**config.mk**
```make
export PLATFORM = sky130hd
export DESIGN_NAME = ir_fetch_sequencer
export DESIGN_NICKNAME = d
export VERILOG_FILES = /design/src/rtl/ir_fetch_sequencer_pkg.sv /design/src/rtl/ir_fetch_sequencer_program_counter.sv /design/src/rtl/ir_fetch_sequencer.sv
export SDC_FILE = /design/constraint.sdc
export NUM_CORES = 1
export LEC_CHECK = 0
export BUFFER_PORTS_ARGS = -buffer_cell sky130_fd_sc_hd__buf_2
export CAP_MARGIN = 15
export CORE_MARGIN = 10
export CORE_UTILIZATION = 47
export DETAILED_ROUTE_END_ITERATION = 12
export PLACE_DENSITY_LB_ADDON = 0.2
export SLEW_MARGIN = 20
export SYNTH_ARGS = -nofsm -noshare
export SYNTH_HDL_FRONTEND = slang
export SYNTH_SLANG_ARGS = --single-unit
```
**constraint.sdc**
```tcl
create_clock -name Clock -period 2.2 [get_ports Clock]
set_clock_uncertainty 0.1 [all_clocks]
set_input_delay 0 -clock Clock [delete_from_list [all_inputs] [get_ports Clock]]
set_output_delay 0 -clock Clock [all_outputs]
set_load 0.005 [all_outputs]
```
**src/rtl/ir_fetch_sequencer_pkg.sv**
```systemverilog
`default_nettype none
// ============================================================================
// Package : ir_fetch_sequencer_pkg
// Shared state encodings and the default address width for the
// instruction-register fetch sequencer.
// Revision: 1.0
// ============================================================================
package ir_fetch_sequencer_pkg;

    // Default program-memory address width, which is also the PC width.
    localparam int DEFAULT_AW = 8;

    // Raw 2-bit state codes. These are exported on the debug State port.
    localparam logic [1:0] ST_IDLE     = 2'd0;
    localparam logic [1:0] ST_FETCH_LO = 2'd1;
    localparam logic [1:0] ST_FETCH_HI = 2'd2;
    localparam logic [1:0] ST_HOLD     = 2'd3;

    typedef enum logic [1:0] {
        S_IDLE     = ST_IDLE,
        S_FETCH_LO = ST_FETCH_LO,
        S_FETCH_HI = ST_FETCH_HI,
        S_HOLD     = ST_HOLD
    } state_t;

endpackage
`default_nettype wire

```
**src/rtl/ir_fetch_sequencer_program_counter.sv**
```systemverilog
`default_nettype none
// ============================================================================
// Module  : ir_fetch_sequencer_program_counter
// AW-bit program counter. A load takes priority over an increment, and the
// counter wraps modulo 2^AW.
// Revision: 1.0
// ============================================================================
module ir_fetch_sequencer_program_counter
    import ir_fetch_sequencer_pkg::*;
#(
    parameter int AW = DEFAULT_AW
) (
    input  logic          clk,
    input  logic          rst_n,
    input  logic          load,
    input  logic [AW-1:0] load_value,
    input  logic          inc,
    output logic [AW-1:0] pc
);

    // PC register: a redirect wins over a fetch-beat increment.
    always_ff @(posedge clk or negedge rst_n) begin
        if (!rst_n) begin
            pc <= '0;
        end else if (load) begin
            pc <= load_value;
        end else if (inc) begin
            pc <= pc + AW'(1);
        end
    end

endmodule
`default_nettype wire

```
**src/rtl/ir_fetch_sequencer.sv**
```systemverilog
`default_nettype none
// ============================================================================
// Module  : ir_fetch_sequencer
// Fetches 16-bit instructions as two byte beats (low byte, then high byte)
// from program memory. It steers the IR byte writes, owns the PC, and hands
// each completed instruction to the execute stage over a valid/ready pair.
// Revision: 1.0
// ============================================================================
module ir_fetch_sequencer
    import ir_fetch_sequencer_pkg::*;
#(
    parameter int AW = DEFAULT_AW
) (
    input  logic          Clock,
    input  logic          ResetN,
    input  logic          Enable,
    input  logic          PCLoad,
    input  logic [AW-1:0] PCIn,
    output logic [AW-1:0] MemAddr,
    output logic          MemRead,
    input  logic          MemReady,
    output logic          IRWrite,
    output logic          IRLH,
    output logic          InstrValid,
    input  logic          InstrReady,
    output logic [AW-1:0] InstrAddr,
    output logic [1:0]    State
);

    state_t        state_q;
    state_t        state_d;
    logic [AW-1:0] pc;
    logic [AW-1:0] instr_addr_q;
    logic          fetching;
    logic          beat_taken;
    logic          lo_beat_taken;

    // A memory beat only counts when no redirect is happening in the same
    // cycle. A redirect discards any partially fetched instruction.
    assign fetching      = (state_q == S_FETCH_LO) || (state_q == S_FETCH_HI);
    assign beat_taken    = fetching && MemReady && !PCLoad;
    assign lo_beat_taken = (state_q == S_FETCH_LO) && MemReady && !PCLoad;

    ir_fetch_sequencer_program_counter #(
        .AW         (AW)
    ) u_pc (
        .clk        (Clock),
        .rst_n      (ResetN),
        .load       (PCLoad),
        .load_value (PCIn),
        .inc        (beat_taken),
        .pc         (pc)
    );

    // State register.
    always_ff @(posedge Clock or negedge ResetN) begin
        if (!ResetN) begin
            state_q <= S_IDLE;
        end else begin
            state_q <= state_d;
        end
    end

    // Latch the address of each instruction's low byte as that byte is taken.
    always_ff @(posedge Clock or negedge ResetN) begin
        if (!ResetN) begin
            instr_addr_q <= '0;
        end else if (lo_beat_taken) begin
            instr_addr_q <= pc;
        end
    end

    // Next-state decode. A redirect overrides every other transition.
    always_comb begin
        state_d = state_q;
        if (PCLoad) begin
            state_d = Enable ? S_FETCH_LO : S_IDLE;
        end else begin
            case (state_q)
                S_IDLE: begin
                    if (Enable) state_d = S_FETCH_LO;
                end
                S_FETCH_LO: begin
                    if (MemReady) state_d = S_FETCH_HI;
                end
                S_FETCH_HI: begin
                    if (MemReady) state_d = S_HOLD;
                end
                S_HOLD: begin
                    if (InstrReady) state_d = Enable ? S_FETCH_LO : S_IDLE;
                end
                default: state_d = S_IDLE;
            endcase
        end
    end

    // Output decode. MemRead stays high across a redirect cycle because the
    // bus read is harmless; the IR write is what gets suppressed.
    always_comb begin
        MemRead    = fetching;
        IRLH       = (state_q == S_FETCH_HI);
        IRWrite    = beat_taken;
        InstrValid = (state_q == S_HOLD) && !PCLoad;
    end

    assign MemAddr   = pc;
    assign InstrAddr = instr_addr_q;
    assign State     = state_q;

endmodule
`default_nettype wire

```
After elaboration in Yosys (flattened, before gate mapping)

Index checks and enable logic that the tools add are counted.

Add/sub/neg operators: 1
Equality and inequality tests: 7
Mux-type cells: 9
Reductions and logical operators: 10

Operators with widths:

| cell                | count |
|---|---|
| $mux 8              | 2 |
| $ne 3x3->1 const B  | 4 |
| $mux 2              | 5 |
| $add 8x1->8 const B | 1 |
| $pmux 2 s4          | 1 |
| $logic_and 1x1->1   | 5 |
| $eq 2x2->1 const B  | 2 |
| $reduce_and 4->1    | 1 |
| $eq 2x1->1 const B  | 1 |
| $logic_not 2->1     | 1 |
| $reduce_bool 2->1   | 1 |
| $logic_not 1->1     | 1 |
| $logic_or 1x1->1    | 1 |
| $mux 1              | 1 |

Bits in registers: 18
Word-level logic and storage cells: 30

Logic depth before layout (Yosys ltp)

Gate-level depths: netlist of run 1.

Word-level depth: 6
Mapped depth: 5
Gate-level depth less buffers: 5

Modules after synthesis

From an unflattened synthesis of run 1, not the netlist that was laid out.

Cells, all modules: 90
Area total of the unflattened synthesis: 994.7 um^2

Modules (own cells, without submodules):

| module                             | times used | cells each | area an instance (um^2) |
|---|---|---|---|
| ir_fetch_sequencer                 | 1          | 41         | 544.3 |
| ir_fetch_sequencer_program_counter | 1          | 49         | 450.4 |

Worst setup path after synthesis of run 1

OpenSTA, ideal clock, no wires.

Kind: flip-flop to flip-flop
Start point: register state_q[0] (netlist: State[0])
End point: register u_pc.pc[7]
Arrival time: 1.648 ns
Path slack: 0.370 ns
Cell stages (with the launch flop): 6
Cells stage by stage: dfrtp_1 inv_1 ha_1 nand4_2 or4_1 a31oi_1

Word-level cells in the longest chain between the ends: 5

RTL lines:

| item                                            | RTL line                                 | source |
|---|---|---|
| from (decl)                                     | ir_fetch_sequencer.sv:30                 | `state_t state_q;` |
| from (signal assigned)                          | ir_fetch_sequencer.sv:60                 | `state_q <= state_d;` |
| $eq 2x1->1 / $eq 2x2->1 (equally long branches) | ir_fetch_sequencer.sv:40                 | `assign fetching = (state_q == S_FETCH_LO) \|\| (state_q == S_FETCH_HI);` |
| $logic_or 1x1->1 (*)                            | ir_fetch_sequencer.sv:40                 |  |
| via MemRead                                     | ir_fetch_sequencer.sv:20                 | `output logic MemRead,` |
| $logic_and 1x1->1 (*) (2 in series)             | ir_fetch_sequencer.sv:41                 | `assign beat_taken = fetching && MemReady && !PCLoad;` |
| $reduce_bool 2->1 (no line) (*)                 | -                                        |  |
| to (signal assigned)                            | ir_fetch_sequencer_program_counter.sv:26 | `pc <= load_value;` |
| to (signal assigned)                            | ir_fetch_sequencer_program_counter.sv:28 | `pc <= pc + AW'(1);` |
| to (decl)                                       | ir_fetch_sequencer_program_counter.sv:18 | `output logic [AW-1:0] pc` |

Mark *: on every way through the listed nets, which the timed path passes. The rest lies on a longest branch.
A chain may end at the register's enable or synchronous reset.

Worst setup path in the final report of run 1

Start point: register state_q[0] (netlist: State[0])
End point: register u_pc.pc[7]

Word-level cells in the longest chain between the ends: 5

RTL lines:

| item                                            | RTL line |
|---|---|
| $eq 2x1->1 / $eq 2x2->1 (equally long branches) | ir_fetch_sequencer.sv:40 |
| $logic_or 1x1->1 (*)                            | ir_fetch_sequencer.sv:40 |
| $logic_and 1x1->1 (*) (2 in series)             | ir_fetch_sequencer.sv:41 |
| $reduce_bool 2->1 (no line) (*)                 | - |

Every way passes the cells marked *; elsewhere a longest branch is shown, timed or not.

==> run_results.csv, run 1 <==
group,metric,value,unit
routing,first_pass_iters,4,
cts,cts_tree,"built",
sta,tightestPinTransition,0.462,ns
worst_setup_path,crit_type,"reg -> reg",
synth,yosysUniqueCellTypes,27,
power,ir_worst_vdd,0.746,mV
cts,clk_path_buf_depth,2,
global_routing,grt_max_degree,22,
finish,syn_to_final_growth,39.8,%
global_routing,antenna_found_initial,0,
worst_setup_path,reg2reg_depth,5,
power,swShare,36.4,%
routing,vias,883,
synth,synth_area_per_cell,10.4,um2
worst_setup_path,worstPathArrival,2.12,ns
die,die_area,0.00422,mm2
sta,hold_violations,0,
global_routing,first_global_vias,928,
die,die_w,65.0,um
cts,htree_levels,1,
die,rows,16,
finish,final_common_cell,"buf_2",
synth,synth_fp_nets,111,
routing,drt-total-wl,2.60,mm
finish,post-route-util,68.4,%
worst_setup_path,worstReg2RegEnd,"u_pc.pc[7]",
worst_setup_path,reg2reg_from,"State[0]",
die,start_util,48.9,%
global_routing,grt.overflow.total,0,
finish,final_cell_mix,"buf_2 (35), dfrtp_1 (18), dlygate4sd3_1 (14)",
die,die_height,65.0,um
worst_setup_path,r2r_setup_slack,0.21,ns
routing,route.detailed.wl_per_inst,15.4,um
die,ios,36,
routing,drc,0,
cts,path_clk_slew,0.11,ns
global_routing,grt_pass1_wl,4.49,mm
sta,fin_crit_sh,90.3,%
synth,syn_inst,91,
routing,antenna_left,0,
sta,period_needed,1.99,ns
cts,cts_setup_buffers,0,
hold_path,hold_class,"in -> async",
cts,cts_root_buffer,"clkbuf_4",
synth,ys_ff_latch,18,
die,coreArea,0.00194,mm2
routing,viasPerCell,5.22,
synth,synth_area,950,um2
sta,relSlewSlack,69.1,%
outcome,status,"completed",
placed_design,place_congestion,0.862,
power,power.leakage,0.662,nW
power,power_frac_comb,43.0,%
sta,drv_slew,0,
finish,diodes,0,
synth,ys_warn_count,0,
placed_design,io_buffers,35,
global_routing,grt.total_usage,13.1,%
power,p_switching,476,uW
power,p_seq_share,41.2,%
cts,clk_latency,0.30,ns
synth,yosysSeqAreaShare,47.4,%
job,maxCapViolCount,0,
routing,drtIter0Drc,25,
sta,layout_setup_ws,0.213,ns
power,power.density,983,mW/mm2
sta,fmax,0.503,GHz
placed_design,hpwlAfterDp,1.81,mm
worst_setup_path,crit_path_start_kind,"flip-flop",
finish,fin_nets,163,
sta,setup_tns,0,ns
worst_setup_path,critPathCaptureType,"flip-flop",
power,clkPwrFrac,15.8,%
worst_setup_path,cp_data_required_time,2.33,ns
finish,layout-drive-gt1-share,32.4,%
worst_setup_path,critPathMaxFanout,6,
sta,rsz0062_at_grt,"no",
power,internal_power,830,uW
cts,cts-buffers-inserted,3,
placed_design,pre_cts_slack,0.265,ns
cts,cts.sinks,18,
sta,whs,0.0449,ns
sta,setup_viol,0,
Yosys cell counts:
| cell type | number | area share [%] |
|---|---|---|
| o311ai_0 | 1 | 0.92 |
| dfrtp_1 | 18 | 47 |
| o21ai_0 | 5 | 2.6 |
| o31ai_1 | 2 | 1.6 |
| o211ai_1 | 4 | 3.2 |
| a21o_1 | 1 | 0.79 |
| nand4_1 | 1 | 0.66 |
| nor2b_1 | 3 | 2.0 |
| a21oi_1 | 2 | 1.1 |
| xor2_1 | 1 | 0.92 |
| o311ai_1 | 1 | 0.92 |
| inv_1 | 5 | 2.0 |
| or3_1 | 1 | 0.66 |
| nand2_1 | 12 | 4.7 |
| mux2i_1 | 1 | 1.1 |
| or4b_1 | 1 | 1.1 |
| nand3_1 | 6 | 3.2 |
| nor2_1 | 2 | 0.79 |
| nand3b_1 | 1 | 0.79 |
| mux2_2 | 6 | 7.1 |
| ha_1 | 6 | 7.9 |
| o21ba_1 | 1 | 1.1 |
| clkbuf_1 | 2 | 0.79 |
| nand4_2 | 1 | 1.3 |
| xnor2_1 | 1 | 0.92 |
| or4_1 | 5 | 4.0 |
| a31oi_1 | 1 | 0.66 |
per-layer routing:
metal  routed length [um]  GRT usage, %  vias to the layer above
met3                  154          4.47                        5
met2                 1280          22.0                       25
met4                   31          4.81                        0
met1                 1130          14.9                      419
li1                     -             -                      434
met5                    0             0                        -
sequential cells by signal, indices dropped and copies added, names as in the netlist:
signal     count
State          2
u_pc.pc        8
InstrAddr      8
timing repair:
item / CTS / global route
hold buffers: 14 / 0
resized for setup: 0 / 0
endpoints found under the hold margin: 28 / 0
cells by family after synthesis:
logic type                 synth area share (%)
xor gates and xnor gates                   1.84
DFF                                        47.4
muxes                                      8.17
AOI/OAI and AO/OA                          12.8
buffers and inverters                      2.77
and+or+nand+nor                            19.1
adders and majority gates                  7.90
final cells by class:
type / instances / area (um2)
Sequential cell: 18 / 450
Clock buffer: 4 / 36.3
Multi-Input combinational cell: 66 / 473
Inverter: 5 / 18.8
Timing Repair Buffer: 49 / 315
Fill cell: 170 / 614
Tap cell: 27 / 33.8
metrics by stage:
stage | cells | total power, mW | cell area, um2
6_report | 169 | 1.31 | 1330
5_1_grt | 169 | 1.43 | 1330
4_1_cts | 169 | 1.32 | 1330
3_5_place_dp | 151 | 1.09 | 1150
3_3_place_gp | 151 | 1.07 | 1150
2_1_floorplan | 91 | 0.845 | 950
critical path, stage by stage (launching register included):
cell and delay, ns:
dfrtp_1 0.45, inv_1 0.13, ha_1 0.39, nand4_2 0.18
or4_1 0.49, a31oi_1 0.17
power groups by stage:
stage               Sequential, mW  Clock (mW)  Combinational (mW)
finish                       0.538       0.206               0.562
floorplan                    0.545           0               0.300
global route                 0.555       0.223               0.653
global placement             0.534           0               0.534
CTS                          0.538       0.211               0.573
detailed placement           0.542           0               0.547
how the worst max path moves through the flow:
stage,end,startpoint,slack [ns]
6_report,u_pc.pc[7],State[0],0.21
5_1_grt,u_pc.pc[7],State[0],0.09
4_1_cts,u_pc.pc[7],State[1],0.22
3_5_place_dp,u_pc.pc[7],State[0],0.26
3_3_place_gp,u_pc.pc[7],State[0],0.34
2_1_floorplan,u_pc.pc[7],State[0],0.37
(Power assumes the default switching activity.)
==> inputs of run 2 (changes only) <==
Settings changed: RECOVER_POWER from default to 25.
==> run_results.csv, run 2 (same netlist as run 1, synthesis figures left out) <==
group,metric,value,unit
die,die_area,0.00422,mm2
routing,drt-total-wl,2.60,mm
finish,layout-drive-gt1-share,31.7,%
die,rows,16,
die,die_w,65.0,um
outcome,status,"completed",
placed_design,hpwlAfterDp,1.81,mm
sta,rsz0062_at_grt,"no",
global_routing,grt_pass1_wl,4.49,mm
sta,fmax,0.503,GHz
sta,whs,0.0824,ns
finish,design_area,0.00133,mm2
cts,cts.sinks,18,
cts,htree_levels,1,
worst_setup_path,crit_path_start_kind,"flip-flop",
cts,cts-resized-gates,0,
worst_setup_path,r2r_setup_slack,0.21,ns
finish,final_common_cell,"buf_2",
cts,cts_root_buffer,"clkbuf_4",
die,ios,36,
routing,first_pass_iters,4,
routing,route.detailed.wl_per_inst,15.4,um
power,power.density,984,mW/mm2
die,die_height,65.0,um
sta,period_needed,1.99,ns
finish,diodes,0,
sta,drv_slew,0,
worst_setup_path,critPathMaxFanout,6,
global_routing,antenna_found_initial,0,
routing,antenna_left,0,
global_routing,grt.total_usage,13.1,%
power,ir_worst_vdd,0.746,mV
placed_design,place_congestion,0.862,
placed_design,io_buffers,35,
finish,final_cell_mix,"buf_2 (34), dfrtp_1 (18), dlygate4sd3_1 (14)",
cts,path_clk_slew,0.11,ns
cts,clk_latency,0.30,ns
cts,clk_path_buf_depth,2,
sta,fin_crit_sh,90.3,%
job,maxCapViolCount,0,
global_routing,first_global_vias,928,
power,power.leakage,0.659,nW
finish,fin_nets,163,
cts,cts_hold_buf,14,
die,coreArea,0.00194,mm2
sta,relSlewSlack,35.9,%
sta,tightestPinTransition,0.962,ns
die,start_util,48.9,%
sta,setup_viol,0,
worst_setup_path,worstPathArrival,2.12,ns
cts,cts_setup_buffers,0,
worst_setup_path,critPathCaptureType,"flip-flop",
sta,setup_tns,0,ns
routing,vias,883,
routing,viasPerCell,5.22,
finish,syn_to_final_growth,39.7,%
worst_setup_path,crit_type,"reg -> reg",
sta,hold_violations,0,
global_routing,grt_max_degree,22,
global_routing,grt.overflow.total,0,
worst_setup_path,cp_data_required_time,2.33,ns
routing,drc,0,
cts,cts_tree,"built",
routing,drtIter0Drc,25,
finish,post-route-util,68.3,%
hold_path,hold_class,"in -> reg",
placed_design,placed_cell_area,0.00115,mm2
cts,cts-buffers-inserted,3,
run 2: cell types whose count changed in the layout (fill, tap and decap cells not counted), sizes merged:
cell,delta
clkbuf,+1
buf,-1
run 2: worst paths after layout:
path,cells past startpoint,to,start
setup / recovery,5,u_pc.pc[7],State[0]
max in group asynchronous,2,InstrAddr[3],ResetN
setup reg to reg,5,u_pc.pc[7],State[0]
min in group asynchronous,2,u_pc.pc[7],ResetN
hold reg to reg,2,InstrAddr[2],InstrAddr[2]
hold / removal,4,State[1],InstrReady
run 2: layer usage:
layer / global-route usage, % / part of all wire, %
met5: 0 / 0
met4: 4.81 / 1.2
met3: 4.47 / 5.9
met2: 22.0 / 49
met1: 14.9 / 43
run 2: final cells by class:
class | instances | area (um2)
multi-input combinational | 66 | 473
sequential | 18 | 450
timing repair buffer | 49 | 314
clock buffer | 4 | 36.3
fill | 171 | 616
tap | 27 | 33.8
inverter | 5 | 18.8
run 2: stage by stage:
stage	cells	power (mW)	worst slack [ns]
floorplan	91	0.845	0.370
global placement	151	1.07	0.336
detailed placement	151	1.09	0.265
CTS	169	1.32	0.222
global route	169	1.43	0.0942
finish	169	1.31	0.213
run 2: where the power goes:
part | switching (mW) | internal [mW]
combinational | 0.275 | 0.286
clock | 0.105 | 0.101
sequential | 0.0949 | 0.443
run 2: critical path, stage by stage, from the launching register on:
cell	delay (ns)
dfrtp_1	0.45
inv_1	0.13
ha_1	0.39
nand4_2	0.18
or4_1	0.49
a31oi_1	0.17
==> inputs of run 3 (changes only) <==
Settings changed: PLACE_DENSITY from default to 0.85, PLACE_DENSITY_LB_ADDON 0.2 to default.
==> run_results.csv, run 3 (same netlist as run 1, synthesis figures left out) <==
group,metric,value,unit
worst_setup_path,crit_buf_inv,1,
finish,syn_to_final_growth,39.7,%
global_routing,grt_pass1_wl,4.14,mm
global_routing,first_global_vias,937,
routing,route.detailed.wl_per_inst,14.3,um
sta,drv_slew,0,
sta,fin_crit_sh,92.4,%
finish,final.fill_count,164,
global_routing,grt.total_usage,11.7,%
worst_setup_path,worstReg2RegEnd,"u_pc.pc[7]",
hold_path,hold_start,"MemReady",
die,coreArea,0.00194,mm2
finish,fin_nets,163,
routing,viasPerCell,5.14,
hold_path,hold_class,"in -> reg",
die,die_w,65.0,um
routing,antenna_left,0,
worst_setup_path,cp_data_required_time,2.31,ns
finish,design_area,0.00133,mm2
worst_setup_path,startpoint,"State[0]",
worst_setup_path,critPathMaxStageDelay,0.49,ns
routing,drt-total-wl,2.42,mm
cts,cts.sinks,18,
routing,drc,0,
routing,vias,868,
finish,diodes,0,
sta,period_needed,2.03,ns
sta,rsz0062_at_grt,"no",
cts,cts-buffers-inserted,3,
power,power.density,980,mW/mm2
hold_path,min_to,"u_pc.pc[3]",
power,power.leakage,0.659,nW
die,rows,16,
worst_setup_path,reg2reg_depth,5,
routing,drtIter0Drc,32,
cts,cts_tree,"built",
outcome,status,"completed",
sta,relSlewSlack,35.4,%
sta,hold_violations,0,
global_routing,antenna_found_initial,0,
worst_setup_path,critPathCaptureType,"flip-flop",
worst_setup_path,reg2reg_from,"State[0]",
global_routing,grt.overflow.total,0,
sta,fmax,0.492,GHz
finish,layout-drive-gt1-share,31.7,%
sta,setup_tns,0,ns
cts,cts-resized-gates,0,
worst_setup_path,crit_path_start_kind,"flip-flop",
cts,path_clk_slew,0.10,ns
worst_setup_path,r2r_setup_slack,0.17,ns
cts,htree_levels,1,
worst_setup_path,critPathTopFamily,"simple AND/OR/NAND/NOR gates",
hold_path,min_path_cells,4,
sta,setup_viol,0,
placed_design,hpwlAfterDp,1.87,mm
global_routing,grt_max_degree,22,
power,power,1.30,mW
placed_design,place_congestion,0.892,
worst_setup_path,crit_slowest_cell,"or4_1",
die,ios,36,
routing,first_pass_iters,5,
die,die_area,0.00422,mm2
worst_setup_path,critPathMaxFanout,6,
finish,final_cell_mix,"buf_2 (34), dfrtp_1 (18), dlygate4sd3_1 (14)",
worst_setup_path,worstPathCellList,"inv_1 > ha_1 > nand4_2 > or4_1 > a31oi_1",
finish,final_common_cell,"buf_2",
die,die_height,65.0,um
cts,clk_latency,0.28,ns
power,ir_worst_vdd,0.567,mV
cts,clk_path_buf_depth,2,
placed_design,io_buffers,35,
worst_setup_path,worstPathArrival,2.14,ns
sta,tightestPinTransition,0.969,ns
die,start_util,48.9,%
worst_setup_path,crit_type,"reg -> reg",
cts,cts_root_buffer,"clkbuf_4",
placed_design,placed_cell_area,0.00115,mm2
job,maxCapViolCount,0,
==> run 3: cell counts in the layout (fill, tap and decap cells not counted) <==
No cell type changed its count.
==> run 3: cell type report <==
type,count,area (um2),area share (%)
tap,27,33.8,2.55
sequential,18,450,34.0
multi-input combinational,66,473,35.7
inverter,5,18.8,1.42
clock buffer,4,36.3,2.74
timing repair buffer,49,314,23.7
==> run 3: stage by stage <==
step,util [%],instances,hold WS (ns),setup WS [ns]
floorplan,-,91,-0.396,0.370
global placement,59.3,151,-0.151,0.365
detailed placement,59.3,151,-0.142,0.193
CTS,68.4,169,0.0555,0.163
global route,68.3,169,0.0627,0.0446
finish,68.3,169,0.0702,0.166
==> run 3: worst max path at each step <==
stage | end | slack [ns] | depth (start not counted)
global placement | u_pc.pc[7] | 0.36 | 5
floorplan | u_pc.pc[7] | 0.37 | 5
finish | u_pc.pc[7] | 0.17 | 5
global route | u_pc.pc[7] | 0.04 | 5
detailed placement | u_pc.pc[7] | 0.19 | 5
CTS | u_pc.pc[7] | 0.16 | 5
==> run 3: repair_timing <==
item | in CTS | in global routing
buffers inserted | 0 | 0
endpoints found under the hold margin | 28 | 0
hold buffers | 14 | 0
==> run 3: worst reg2reg max path: stages, from the launching register on <==
cell and delay, ns:
dfrtp_1 0.47, inv_1 0.13, ha_1 0.40, nand4_2 0.18, or4_1 0.49, a31oi_1 0.18
==> run 3: report_power, final <==
part           internal (mW)  switching (mW)  leakage [nW]
Sequential             0.443          0.0936         0.220
Combinational          0.287           0.279         0.419
Clock                  0.101          0.0973        0.0210
==> run 3: metal layers <==
layer | vias to the layer above | global-route usage (%) | share of wire [%] | wire (um)
met5 | - | 0 | 0 | 0
met4 | 0 | 4.28 | 0.37 | 9
met3 | 2 | 4.47 | 8.6 | 208
met2 | 31 | 20.2 | 48 | 1160
met1 | 403 | 12.8 | 43 | 1040
li1 | 432 | - | - | -
